<file path="config.mk">
export PLATFORM = sky130hd
export DESIGN_NAME = lc4_rob_commit
export DESIGN_NICKNAME = d
export VERILOG_FILES = /design/src/rtl/lc4_rob_commit.sv
export SDC_FILE = /design/constraint.sdc
export NUM_CORES = 1
export LEC_CHECK = 0
export CORE_UTILIZATION = 50
export CTS_BUF_LIST = sky130_fd_sc_hd__clkbuf_8
export CTS_CLUSTER_SIZE = 40
export DETAILED_ROUTE_END_ITERATION = 10
export HOLD_SLACK_MARGIN = 0.12
export PLACE_DENSITY = 0.77
export SLEW_MARGIN = 15
export SYNTH_ARGS = -nofsm -noshare
export SYNTH_HDL_FRONTEND = slang
export SYNTH_SLANG_ARGS = --single-unit
</file>
<file path="constraint.sdc">
create_clock -name clk -period 4.87 [get_ports clk]
set_input_delay 1.461 -clock clk [delete_from_list [all_inputs] [get_ports clk]]
set_output_delay 1.461 -clock clk [all_outputs]
set_load 0.02 [all_outputs]
</file>
<file path="src/rtl/lc4_rob_commit.sv">
// lc4_rob_commit: 4-entry reorder buffer. Dispatch allocates at the tail,
// writeback marks entries done by index, and the head retires in program
// order. A head whose resolved next-PC disagrees with its prediction still
// commits, but squashes every younger entry and redirects fetch.
module lc4_rob_commit #(
  parameter int IDX_W = 2
) (
  input  logic             clk,
  input  logic             rst,

  input  logic             D_alloc,
  input  logic [2:0]       D_ard,
  input  logic [3:0]       D_prd,
  input  logic [3:0]       D_old_prd,
  input  logic [15:0]      D_pc,
  input  logic [15:0]      D_pred_pc,
  output logic             D_ready,
  output logic [IDX_W-1:0] D_rob_index,

  input  logic             W_valid,
  input  logic [IDX_W-1:0] W_rob_index,
  input  logic [15:0]      W_pc_redirect,
  input  logic [15:0]      W_rddata,
  input  logic [2:0]       W_nzp,
  input  logic             W_regfile_we,
  input  logic             W_nzp_we,

  output logic             C_valid,
  output logic [IDX_W-1:0] C_rob_index,
  output logic [2:0]       C_ard,
  output logic [3:0]       C_prd,
  output logic [3:0]       C_old_prd,
  output logic             C_regfile_we,
  output logic             C_nzp_we,
  output logic [2:0]       C_nzp,
  output logic [15:0]      C_rddata,
  output logic [15:0]      C_pc,
  output logic             C_flush,
  output logic [15:0]      C_flush_pc
);

  localparam int DEPTH = 1 << IDX_W;
  localparam logic [IDX_W:0]   CNT_FULL = (IDX_W+1)'(DEPTH);
  localparam logic [IDX_W-1:0] IDX_ONE  = IDX_W'(1);

  // Control bits live in vectors so they can be reset; payload fields do not
  // need a reset because valid/done gate every use of them.
  logic [DEPTH-1:0] valid_reg, valid_next;
  logic [DEPTH-1:0] done_reg, done_next;

  logic [2:0]  ard_reg        [DEPTH];
  logic [3:0]  prd_reg        [DEPTH];
  logic [3:0]  old_prd_reg    [DEPTH];
  logic [15:0] pc_reg         [DEPTH];
  logic [15:0] pred_pc_reg    [DEPTH];
  logic [15:0] actual_pc_reg  [DEPTH];
  logic [15:0] rddata_reg     [DEPTH];
  logic [2:0]  nzp_reg        [DEPTH];
  logic        regfile_we_reg [DEPTH];
  logic        nzp_we_reg     [DEPTH];

  logic [IDX_W-1:0] head_reg, head_next;
  logic [IDX_W-1:0] tail_reg, tail_next;
  logic [IDX_W:0]   count_reg, count_next;

  logic             commit;
  logic             flush;
  logic             alloc_acc;
  logic             wb_acc;
  logic [DEPTH-1:0] alloc_hit;
  logic [DEPTH-1:0] wb_hit;
  logic [DEPTH-1:0] commit_hit;

  // Commit and flush decisions depend only on registered state, so a
  // writeback is never visible at the head in the same cycle.
  assign commit    = valid_reg[head_reg] & done_reg[head_reg];
  assign flush     = commit & (actual_pc_reg[head_reg] != pred_pc_reg[head_reg]);
  assign alloc_acc = D_alloc & D_ready & ~flush;
  assign wb_acc    = W_valid & valid_reg[W_rob_index] & ~flush;

  // Per-entry decode of which operation targets this slot and its next
  // valid/done bits. Alloc and writeback never hit the same slot: alloc only
  // targets a free slot, and writeback only targets an occupied one.
  for (genvar gi = 0; gi < DEPTH; gi++) begin : g_entry
    localparam logic [IDX_W-1:0] ENTRY_IDX = IDX_W'(gi);

    assign alloc_hit[gi]  = alloc_acc & (tail_reg == ENTRY_IDX);
    assign wb_hit[gi]     = wb_acc & (W_rob_index == ENTRY_IDX);
    assign commit_hit[gi] = commit & (head_reg == ENTRY_IDX);

    assign valid_next[gi] = flush          ? 1'b0 :
                            commit_hit[gi] ? 1'b0 :
                            alloc_hit[gi]  ? 1'b1 : valid_reg[gi];

    assign done_next[gi]  = flush          ? 1'b0 :
                            commit_hit[gi] ? 1'b0 :
                            alloc_hit[gi]  ? 1'b0 :
                            wb_hit[gi]     ? 1'b1 : done_reg[gi];
  end

  // Pointer and occupancy update; a flush collapses the buffer to empty just
  // past the committing head.
  always_comb begin
    head_next  = head_reg;
    tail_next  = tail_reg;
    count_next = count_reg;
    if (commit) begin
      head_next = head_reg + IDX_ONE;
    end
    if (flush) begin
      tail_next  = head_reg + IDX_ONE;
      count_next = '0;
    end else begin
      if (alloc_acc) begin
        tail_next = tail_reg + IDX_ONE;
      end
      case ({alloc_acc, commit})
        2'b10:   count_next = count_reg + 1'b1;
        2'b01:   count_next = count_reg - 1'b1;
        default: count_next = count_reg;
      endcase
    end
  end

  // Control state register with asynchronous active-low clear.
  always_ff @(posedge clk or negedge rst) begin
    if (!rst) begin
      valid_reg <= '0;
      done_reg  <= '0;
      head_reg  <= '0;
      tail_reg  <= '0;
      count_reg <= '0;
    end else begin
      valid_reg <= valid_next;
      done_reg  <= done_next;
      head_reg  <= head_next;
      tail_reg  <= tail_next;
      count_reg <= count_next;
    end
  end

  // Payload capture: dispatch fields at allocation, result fields at writeback.
  always_ff @(posedge clk) begin
    for (int i = 0; i < DEPTH; i++) begin
      if (alloc_hit[i]) begin
        ard_reg[i]     <= D_ard;
        prd_reg[i]     <= D_prd;
        old_prd_reg[i] <= D_old_prd;
        pc_reg[i]      <= D_pc;
        pred_pc_reg[i] <= D_pred_pc;
      end
      if (wb_hit[i]) begin
        actual_pc_reg[i]  <= W_pc_redirect;
        rddata_reg[i]     <= W_rddata;
        nzp_reg[i]        <= W_nzp;
        regfile_we_reg[i] <= W_regfile_we;
        nzp_we_reg[i]     <= W_nzp_we;
      end
    end
  end

  // Dispatch and commit outputs; write enables and the redirect target are
  // gated by commit so nothing leaks while the buffer is idle or in reset.
  always_comb begin
    D_ready      = (count_reg != CNT_FULL);
    D_rob_index  = tail_reg;
    C_valid      = commit;
    C_rob_index  = head_reg;
    C_ard        = ard_reg[head_reg];
    C_prd        = prd_reg[head_reg];
    C_old_prd    = old_prd_reg[head_reg];
    C_regfile_we = commit & regfile_we_reg[head_reg];
    C_nzp_we     = commit & nzp_we_reg[head_reg];
    C_nzp        = nzp_reg[head_reg];
    C_rddata     = rddata_reg[head_reg];
    C_pc         = pc_reg[head_reg];
    C_flush      = flush;
    C_flush_pc   = commit ? actual_pc_reg[head_reg] : 16'h0000;
  end

endmodule

</file>
==> summary.md, run 1 <==
| Metric | Value |
|---|---|
| Maximum clock path buffer count | `3` |
| Final Wtd Congestion | `0.874` |
| Antenna viol nets, final | `0` |
| Pwr dens | `600 mW/mm²` |
| Fmax achieved | `0.216 GHz` |
| Post-DP HPWL | `15500 µm` |
| Remaining DRCs | `0` |
| Initial antenna violation count | `0` |
| GRT Resource Usage Total | `20.3%` |
| Final setup violation count | `0` |
| Footprint of the multi-input gates | `0.00271 mm²` |
| Initial DRC Count | `446` |
| Final hold vios | `0` |
| Slew Viols, Final | `0` |
| CTS tree | `done` |
| FF/Latch Area | `0.00999 mm²` |
| Syn Nets | `659` |
| Ys flop type | `edfxtp_1` |
| Pleak | `5.39 nW` |
| Core Region | `0.0251 mm²` |
| Worst Slack Setup Final | `0.237 ns` |
| Die Wd | `162 µm` |
| CP arrival | `3.17 ns` |
| Crit share post-route | `95.1%` |
| # diodes | `0` |
| Synthesis warning total | `0` |
| Yosys reg bits | `335` |
| Status | `completed` |
| Synthesized area per cell | `22.7 µm²` |
| Worst Tran Pin Value | `0.740 ns` |
| Layout area overhead | `24.1%` |
| Synth async-reset ratio | `4.48%` |
| Min-delay worst type | `register to register` |
| Largest net degree at the start of global routing | `44` |
| Net count, final | `873` |
| Cts hold-fix bufs | `0` |
| First-pass detailed-route iteration total | `5` |
| Synth cell types | `43` |
| Post-synth top area cell | `edfxtp_1` |
| Port Buffers | `156` |
| Register area share after synthesis | `78.1%` |
| DIE HEIGHT | `162 µm` |
| CP Launch Type | `register` |
| Cell area after synthesis | `0.0128 mm²` |
| Vias/cell | `5.49` |
| Place WS | `0.347 ns` |
| Vias in the first global route | `7055` |
| Max_slew headroom | `50.7%` |
| Layout cells sized above 1 | `22.7%` |
| IO Count | `157` |
| Clk_lat worst skew | `0.57 ns` |
| Htree depth | `2` |
| Max_cap viols | `0` |
| Most frequent cells in the layout | `edfxtp_1, clkdlybuf4s50_1, mux4_2` |
| Commonest non-fill, non-tap cell in the layout | `edfxtp_1` |
| Global route total overflow | `0` |
| Fill cell total of the finished layout | `1747` |
| Largest cells by area after synthesis | `edfxtp_1, mux4_2, dfrtp_1, xor2_1, and2_1` |
| Crit-path max FO | `17` |
| Unrepaired setup endpoints after global routing | `false` |
| WL/cell | `22.4 µm` |
| Final worst clock skew | `0.0164 ns` |
| CTS Sinks | `335` |
| Setup Total Neg Slack | `0 ns` |
| CP Data Required Time | `3.41 ns` |
| TritonCTS Buffers | `52` |
| Syn Inst Count | `564` |
| # rows | `58` |
| Worst setup EP type | `output port` |
| DIE AREA | `0.0262 mm²` |
| Number of synthesized flops with an enable pin | `320` |
| CTS root buffer | `clkbuf_8` |
| DRT Wirelength | `25600 µm` |
| Crit Path Category | `register to output port` |
| Starting Density | `50.9%` |
| VDD IR max | `0.401 mV` |
| First-pass GRT wire length | `39200 µm` |
| Via count | `6289` |
| Clock slew at reported path FFs | `0.06 ns` |
| Min Tclk post-route | `4.63 ns` |
| Top cell type's share of synthesized area | `75.2%` |
[routing by layer]
| layer | vias up | track usage (%) | wire, µm |
|---|---|---|---|
| met5 | - | 0 | 0 |
| met3 | 35 | 5.52 | 1880 |
| met1 | 3262 | 26.0 | 10100 |
| met2 | 219 | 34.2 | 13200 |
| met4 | 0 | 6.13 | 404 |
| li1 | 2773 | - | - |
[final timing paths]
| kind | from | to | slack (ns) | cells past startpoint |
|---|---|---|---|---|
| setup / recovery | C_rob_index[0]$_DFFE_PN0P_ | C_flush | 0.24 | 7 |
| hold / removal | count_reg[2]$_DFFE_PN0P_ | count_reg[2]$_DFFE_PN0P_ | 0.52 | 1 |
| setup reg to reg | C_rob_index[0]$_DFFE_PN0P_ | count_reg[2]$_DFFE_PN0P_ | 1.42 | 12 |
| hold reg to reg | count_reg[2]$_DFFE_PN0P_ | count_reg[2]$_DFFE_PN0P_ | 0.52 | 1 |
| max in group asynchronous | rst | C_rob_index[1]$_DFFE_PN0P_ | 3.02 | 1 |
| min in group asynchronous | rst | count_reg[1]$_DFFE_PN0P_ | 1.32 | 1 |
[worst max-delay path: stages, from the launching register on]
cell and delay [ns]:
dfrtp_4 0.49, buf_6 0.25, mux4_2 0.53, xor2_1 0.16, nor4_2 0.35, nand4_2 0.16, and2_4 0.29, dlygate4sd2_1 0.35
[cell usage after synthesis, types with 5 or more instances]
library cell / instances
inv_1: 9
dfrtp_1: 15
xor2_1: 16
edfxtp_1: 320
nor2_1: 10
buf_1: 7
mux4_2: 80
o21ai_0: 6
nand2_1: 8
and3_1: 5
and2_1: 19
ha_1: 8
clkbuf_1: 8
[logic make-up (layout without fill, tap and decap cells)]
| kind of cell | Yosys count | in the layout | share of synthesized area (%) |
|---|---|---|---|
| buffers and inverters | 33 | 284 | 1.21 |
| AND/OR/NAND/NOR | 67 | 67 | 3.16 |
| multiplexers | 81 | 81 | 14.2 |
| XOR/XNOR | 19 | 19 | 1.30 |
| AO/OA/AOI/OAI | 20 | 20 | 1.10 |
| flip-flops | 335 | 335 | 78.1 |
| adder cells (fa/ha/maj) | 9 | 9 | 0.940 |
[power breakdown]
group	internal [W]	switching, W	leakage (nW)
Sequential	0.00370	0.000183	3.09
Clock	0.00108	0.00100	0.550
Combinational	0.00168	0.00189	1.75
[metrics by stage]
| step | total power (W) | cell area, µm² | utilization (%) | cells | hold WS, ns |
|---|---|---|---|---|---|
| floorplan | 0.00607 | 12800 | - | 564 | 0.461 |
| global placement | 0.00737 | 14900 | 59.2 | 1048 | 0.482 |
| detailed placement | 0.00747 | 14900 | 59.2 | 1048 | 0.512 |
| CTS | 0.00964 | 15900 | 63.2 | 1145 | 0.521 |
| global route | 0.00996 | 15900 | 63.2 | 1145 | 0.548 |
| finish | 0.00953 | 15900 | 63.2 | 1145 | 0.522 |
[repair_timing]
item,CTS,global route
setup endpoints to repair,19,13
resized for setup,2,1
buffers inserted,6,0
pin swaps,1,0
cloned,0,0
[final cells by class]
cell class                 instances  area share (%)
clock buffer                      54            4.68
timing repair buffer             183            11.3
inverter                          10           0.237
multi-input combinational        196            17.1
tap                              330            2.60
sequential                       335            63.0
clock inverter                    37            1.15
(Power assumes the default switching activity.)
==> run 2, diff against run 1 <==
--- a/config.mk
+++ b/config.mk
@@ -5,6 +5,7 @@
 export SDC_FILE = /design/constraint.sdc
 export NUM_CORES = 1
 export LEC_CHECK = 0
+export CORE_MARGIN = 2
 export CORE_UTILIZATION = 50
 export CTS_BUF_LIST = sky130_fd_sc_hd__clkbuf_8
 export CTS_CLUSTER_SIZE = 40
==> summary.md, run 2 (synthesis gave the netlist of run 1 again) <==
| Metric | Value |
|---|---|
| Status | `completed` |
| Layout cells sized above 1 | `22.2%` |
| DIE HEIGHT | `164 µm` |
| CP Data Required Time | `3.41 ns` |
| Post-DP HPWL | `15800 µm` |
| Setup Total Neg Slack | `0 ns` |
| Slew Viols, Final | `0` |
| Pwr dens | `597 mW/mm²` |
| Htree depth | `2` |
| CTS root buffer | `clkbuf_8` |
| Max_cap viols | `0` |
| Port Buffers | `156` |
| First-pass detailed-route iteration total | `5` |
| Largest net degree at the start of global routing | `44` |
| Crit share post-route | `94.9%` |
| Unrepaired setup endpoints after global routing | `false` |
| # rows | `58` |
| GRT Resource Usage Total | `19.6%` |
| Pleak | `5.37 nW` |
| CTS tree | `done` |
| Clk_lat worst skew | `0.58 ns` |
| Worst Tran Pin Value | `0.739 ns` |
| Max_slew headroom | `50.6%` |
| Vias in the first global route | `6965` |
| VDD IR max | `0.362 mV` |
| TritonCTS Buffers | `51` |
| CTS Sinks | `335` |
| IO Count | `157` |
| Clock slew at reported path FFs | `0.06 ns` |
| Final worst clock skew | `0.0237 ns` |
| CP Launch Type | `register` |
| Global route total overflow | `0` |
| Worst hold slack | `0.504 ns` |
| Initial DRC Count | `474` |
| Maximum clock path buffer count | `3` |
| Remaining DRCs | `0` |
| DRT Wirelength | `25600 µm` |
| Min Tclk post-route | `4.62 ns` |
| Antenna viol nets, final | `0` |
| Min-delay worst type | `register to register` |
| Final setup violation count | `0` |
| CP arrival | `3.16 ns` |
| Cts hold-fix bufs | `0` |
| Crit Path Category | `register to output port` |
| Final Wtd Congestion | `0.787` |
| Met2 global-route usage | `33.7%` |
| Via count | `6305` |
| Met3 Use GR | `5.30%` |
| Commonest non-fill, non-tap cell in the layout | `edfxtp_1` |
| Crit-path max FO | `12` |
| Fill cell total of the finished layout | `1736` |
| First-pass GRT wire length | `38900 µm` |
| Met1 usage | `25.0%` |
| Vias/cell | `5.50` |
| Initial antenna violation count | `2` |
| GRT busiest layer | `met2` |
| Final hold vios | `0` |
| Worst setup EP type | `output port` |
| Layout area overhead | `24.5%` |
| Most frequent cells in the layout | `edfxtp_1, clkdlybuf4s50_1, mux4_2` |
| WL/cell | `22.3 µm` |
| Die Wd | `164 µm` |
| Starting Density | `50.9%` |
| Net count, final | `869` |
| Core Region | `0.0251 mm²` |
| Fmax achieved | `0.216 GHz` |
| DIE AREA | `0.0269 mm²` |
-- run 2: cell count changes in the layout (fill, tap and decap cells not counted), sizes merged --
cell      before  now
buf           27   24
clkbuf        54   51
clkinv        12   26
clkinvlp       1    0
diode          0    1
inv           33   26
-- run 2: per-layer routing --
layer / wire (µm) / part of all wire, %
met4: 386 / 1.5
met3: 1770 / 6.9
met5: 0 / 0
met2: 13200 / 52
met1: 10200 / 40
-- run 2: timing repair --
item                                    CTS  global route
resized for setup                         1             1
setup buffers                             3             0
endpoints found under the setup margin   19            18
pin swaps                                 1             0
-- run 2: final timing paths --
check	from	to	slack, ns	cells after the start
worst max-delay path	C_rob_index[0]$_DFFE_PN0P_	C_flush	0.25	7
worst min-delay path	count_reg[2]$_DFFE_PN0P_	count_reg[2]$_DFFE_PN0P_	0.50	1
worst max register to register	C_rob_index[0]$_DFFE_PN0P_	actual_pc_reg[0][4]$_DFFE_PP_	1.44	8
worst min register to register	count_reg[2]$_DFFE_PN0P_	count_reg[2]$_DFFE_PN0P_	0.50	1
max in group asynchronous	rst	C_rob_index[0]$_DFFE_PN0P_	2.99	1
min in group asynchronous	rst	D_rob_index[0]$_DFFE_PN0P_	1.33	1
-- run 2: area by class of cell --
cell class	instances	area, µm²	share of cell area (%)
Inverter	10	37.5	0.236
Clock inverter	43	224	1.41
Antenna cell	1	2.50	0.0157
Timing Repair Buffer	180	1840	11.5
Multi-Input combinational cell	196	2710	17.0
Clock buffer	51	702	4.41
Sequential cell	335	9990	62.8
Tap cell	330	413	2.59
-- run 2: report_power, final --
group	internal (W)	switching, W	total, W
clock	0.00104	0.00101	0.00205
combinational	0.00169	0.00187	0.00357
sequential	0.00370	0.000186	0.00388
-- run 2: worst max-delay path: stages, from the launching register on --
cell and delay, ns:
dfrtp_4 0.50, buf_12 0.17, mux4_2 0.52, xor2_1 0.18, nor4_2 0.40, nand4_2 0.15, and2_4 0.29, dlygate4sd2_1 0.35
-- run 2: per-stage QoR --
step	setup slack, ns	total power, W	cells	util (%)	area, µm²
5_1_grt	0.0873	0.00997	1145	63.4	15900
2_1_floorplan	0.147	0.00607	564	-	12800
3_5_place_dp	0.297	0.00748	1048	59.4	14900
3_3_place_gp	0.318	0.00739	1048	59.4	14900
6_report	0.251	0.00950	1146	63.4	15900
4_1_cts	0.0572	0.00962	1145	63.3	15900
==> run 3, diff against run 2 <==
--- a/config.mk
+++ b/config.mk
@@ -11,6 +11,7 @@
 export CTS_CLUSTER_SIZE = 40
 export DETAILED_ROUTE_END_ITERATION = 10
 export HOLD_SLACK_MARGIN = 0.12
+export MAX_ROUTING_LAYER = met4
 export PLACE_DENSITY = 0.77
 export SLEW_MARGIN = 15
 export SYNTH_ARGS = -nofsm -noshare
==> summary.md, run 3 (synthesis gave the netlist of run 1 again) <==
| Metric | Value |
|---|---|
| Layout cells sized above 1 | `22.2%` |
| Met3 Use GR | `5.18%` |
| Crit Path Category | `register to output port` |
| Most frequent cells in the layout | `edfxtp_1, clkdlybuf4s50_1, mux4_2` |
| Placed cell count | `1048` |
| Via count | `6296` |
| Slowest-stage cell, CP | `dfrtp_4` |
| CTS Sinks | `335` |
| FF/Latch Area | `0.00999 mm²` |
| First-pass GRT wire length | `38900 µm` |
| TritonCTS Buffers | `51` |
| Antenna viol nets, final | `0` |
| Setup Total Neg Slack | `0 ns` |
| GRT busiest layer | `met2` |
| CTS tree | `done` |
| Max_cap viols | `0` |
| CP Data Required Time | `3.41 ns` |
| IO Count | `157` |
| Fin util | `63.4%` |
| Crit-path max FO | `15` |
| Remaining DRCs | `0` |
| Worst setup EP type | `output port` |
| CP Buf/Inv Count | `4` |
| Fill cell total of the finished layout | `1734` |
| Final setup violation count | `0` |
| CP arrival | `3.16 ns` |
| Initial DRC Count | `424` |
| Vias/cell | `5.49` |
| Worst Hold Launch | `count_reg[2]$_DFFE_PN0P_` |
| Final hold vios | `0` |
| Vias in the first global route | `6967` |
| Starting Density | `50.9%` |
| Met2 global-route usage | `33.6%` |
| Clk_lat worst skew | `0.58 ns` |
| Footprint of the multi-input gates | `0.00271 mm²` |
| Final Non-Filler Cells | `1147` |
| DRT Wirelength | `25600 µm` |
| Initial antenna violation count | `2` |
| CP Launch Type | `register` |
| Max_slew headroom | `50.6%` |
| Critical Path Start | `C_rob_index[0]$_DFFE_PN0P_` |
| # rows | `58` |
| Met1 usage | `25.1%` |
| Core Region | `0.0251 mm²` |
| Die Wd | `164 µm` |
| Crit share post-route | `94.9%` |
| WL/cell | `22.3 µm` |
| Min-delay worst type | `register to register` |
| GRT Resource Usage Total | `20.2%` |
| Top delay family on crit path | `buffers and inverters` |
| Clock slew at reported path FFs | `0.06 ns` |
| Port Buffers | `156` |
| DIE HEIGHT | `164 µm` |
| Post-DP HPWL | `15800 µm` |
| Maximum clock path buffer count | `3` |
| First-pass detailed-route iteration total | `5` |
| Unrepaired setup endpoints after global routing | `false` |
| VDD IR max | `0.364 mV` |
| Htree depth | `2` |
| Worst-path cell chain | `buf_12 > and3_1 > a311oi_1 > o21bai_2 > clkinv_1 > buf_4 > and2_1 > clkdlybuf4s50_1` |
| Net count, final | `869` |
| Largest net degree at the start of global routing | `44` |
| Cts hold-fix bufs | `0` |
| CTS root buffer | `clkbuf_8` |
| Commonest non-fill, non-tap cell in the layout | `edfxtp_1` |
| Final Wtd Congestion | `0.798` |
| Layout area overhead | `24.5%` |
| Worst hold slack | `0.506 ns` |
| Pwr dens | `597 mW/mm²` |
| Fmax achieved | `0.216 GHz` |
| Global route total overflow | `0` |
| Worst Tran Pin Value | `0.738 ns` |
| Crit-path max cell delay | `0.55 ns` |
| DIE AREA | `0.0269 mm²` |
| Status | `completed` |
| Final worst clock skew | `0.0270 ns` |
| Min Tclk post-route | `4.62 ns` |
| Pleak | `5.37 nW` |
| Worst reg2reg path startpoint | `C_rob_index[0]$_DFFE_PN0P_` |
| Slew Viols, Final | `0` |
## run 3: where the power goes
part	internal, W	switching (W)	leakage [nW]
clock	0.00104	0.00101	0.529
sequential	0.00370	0.000185	3.09
combinational	0.00169	0.00188	1.75
## run 3: repair_timing
action,CTS,global route
resized for setup,1,1
buffers inserted,3,0
setup endpoints to repair,19,18
pin swaps,1,0
## run 3: final cells by class
| class | instances | share of cell area [%] |
|---|---|---|
| well taps | 330 | 2.59 |
| multi-input cells | 196 | 17.0 |
| clock buffers | 51 | 4.41 |
| repair buffers | 180 | 11.5 |
| inverters | 10 | 0.236 |
| diodes | 2 | 0.0314 |
| flip-flops and latches | 335 | 62.8 |
| clock inverters | 43 | 1.41 |
## run 3: final timing paths
path / cells past startpoint / slack [ns] / to
worst max register to register: 8 / 1.43 / actual_pc_reg[0][4]$_DFFE_PP_
max in group asynchronous: 1 / 2.99 / C_rob_index[0]$_DFFE_PN0P_
worst min-delay path: 1 / 0.51 / count_reg[2]$_DFFE_PN0P_
worst min register to register: 1 / 0.51 / count_reg[2]$_DFFE_PN0P_
worst max-delay path: 8 / 0.25 / C_flush_pc[12]
min in group asynchronous: 1 / 1.33 / D_rob_index[0]$_DFFE_PN0P_
## run 3: per-stage QoR
stage	area [µm²]	setup slack, ns	power, W
3_3_place_gp	14900	0.318	0.00739
3_5_place_dp	14900	0.297	0.00748
6_report	15900	0.246	0.00950
4_1_cts	15900	0.0572	0.00962
2_1_floorplan	12800	0.147	0.00607
5_1_grt	15900	0.0873	0.00997
## run 3: per-layer routing
metal  vias to the layer above  wire length (µm)
met3                        35              1700
met4                         0               365
met5                         -                 0
li1                       2772                 -
met2                       206             13300
met1                      3283             10200
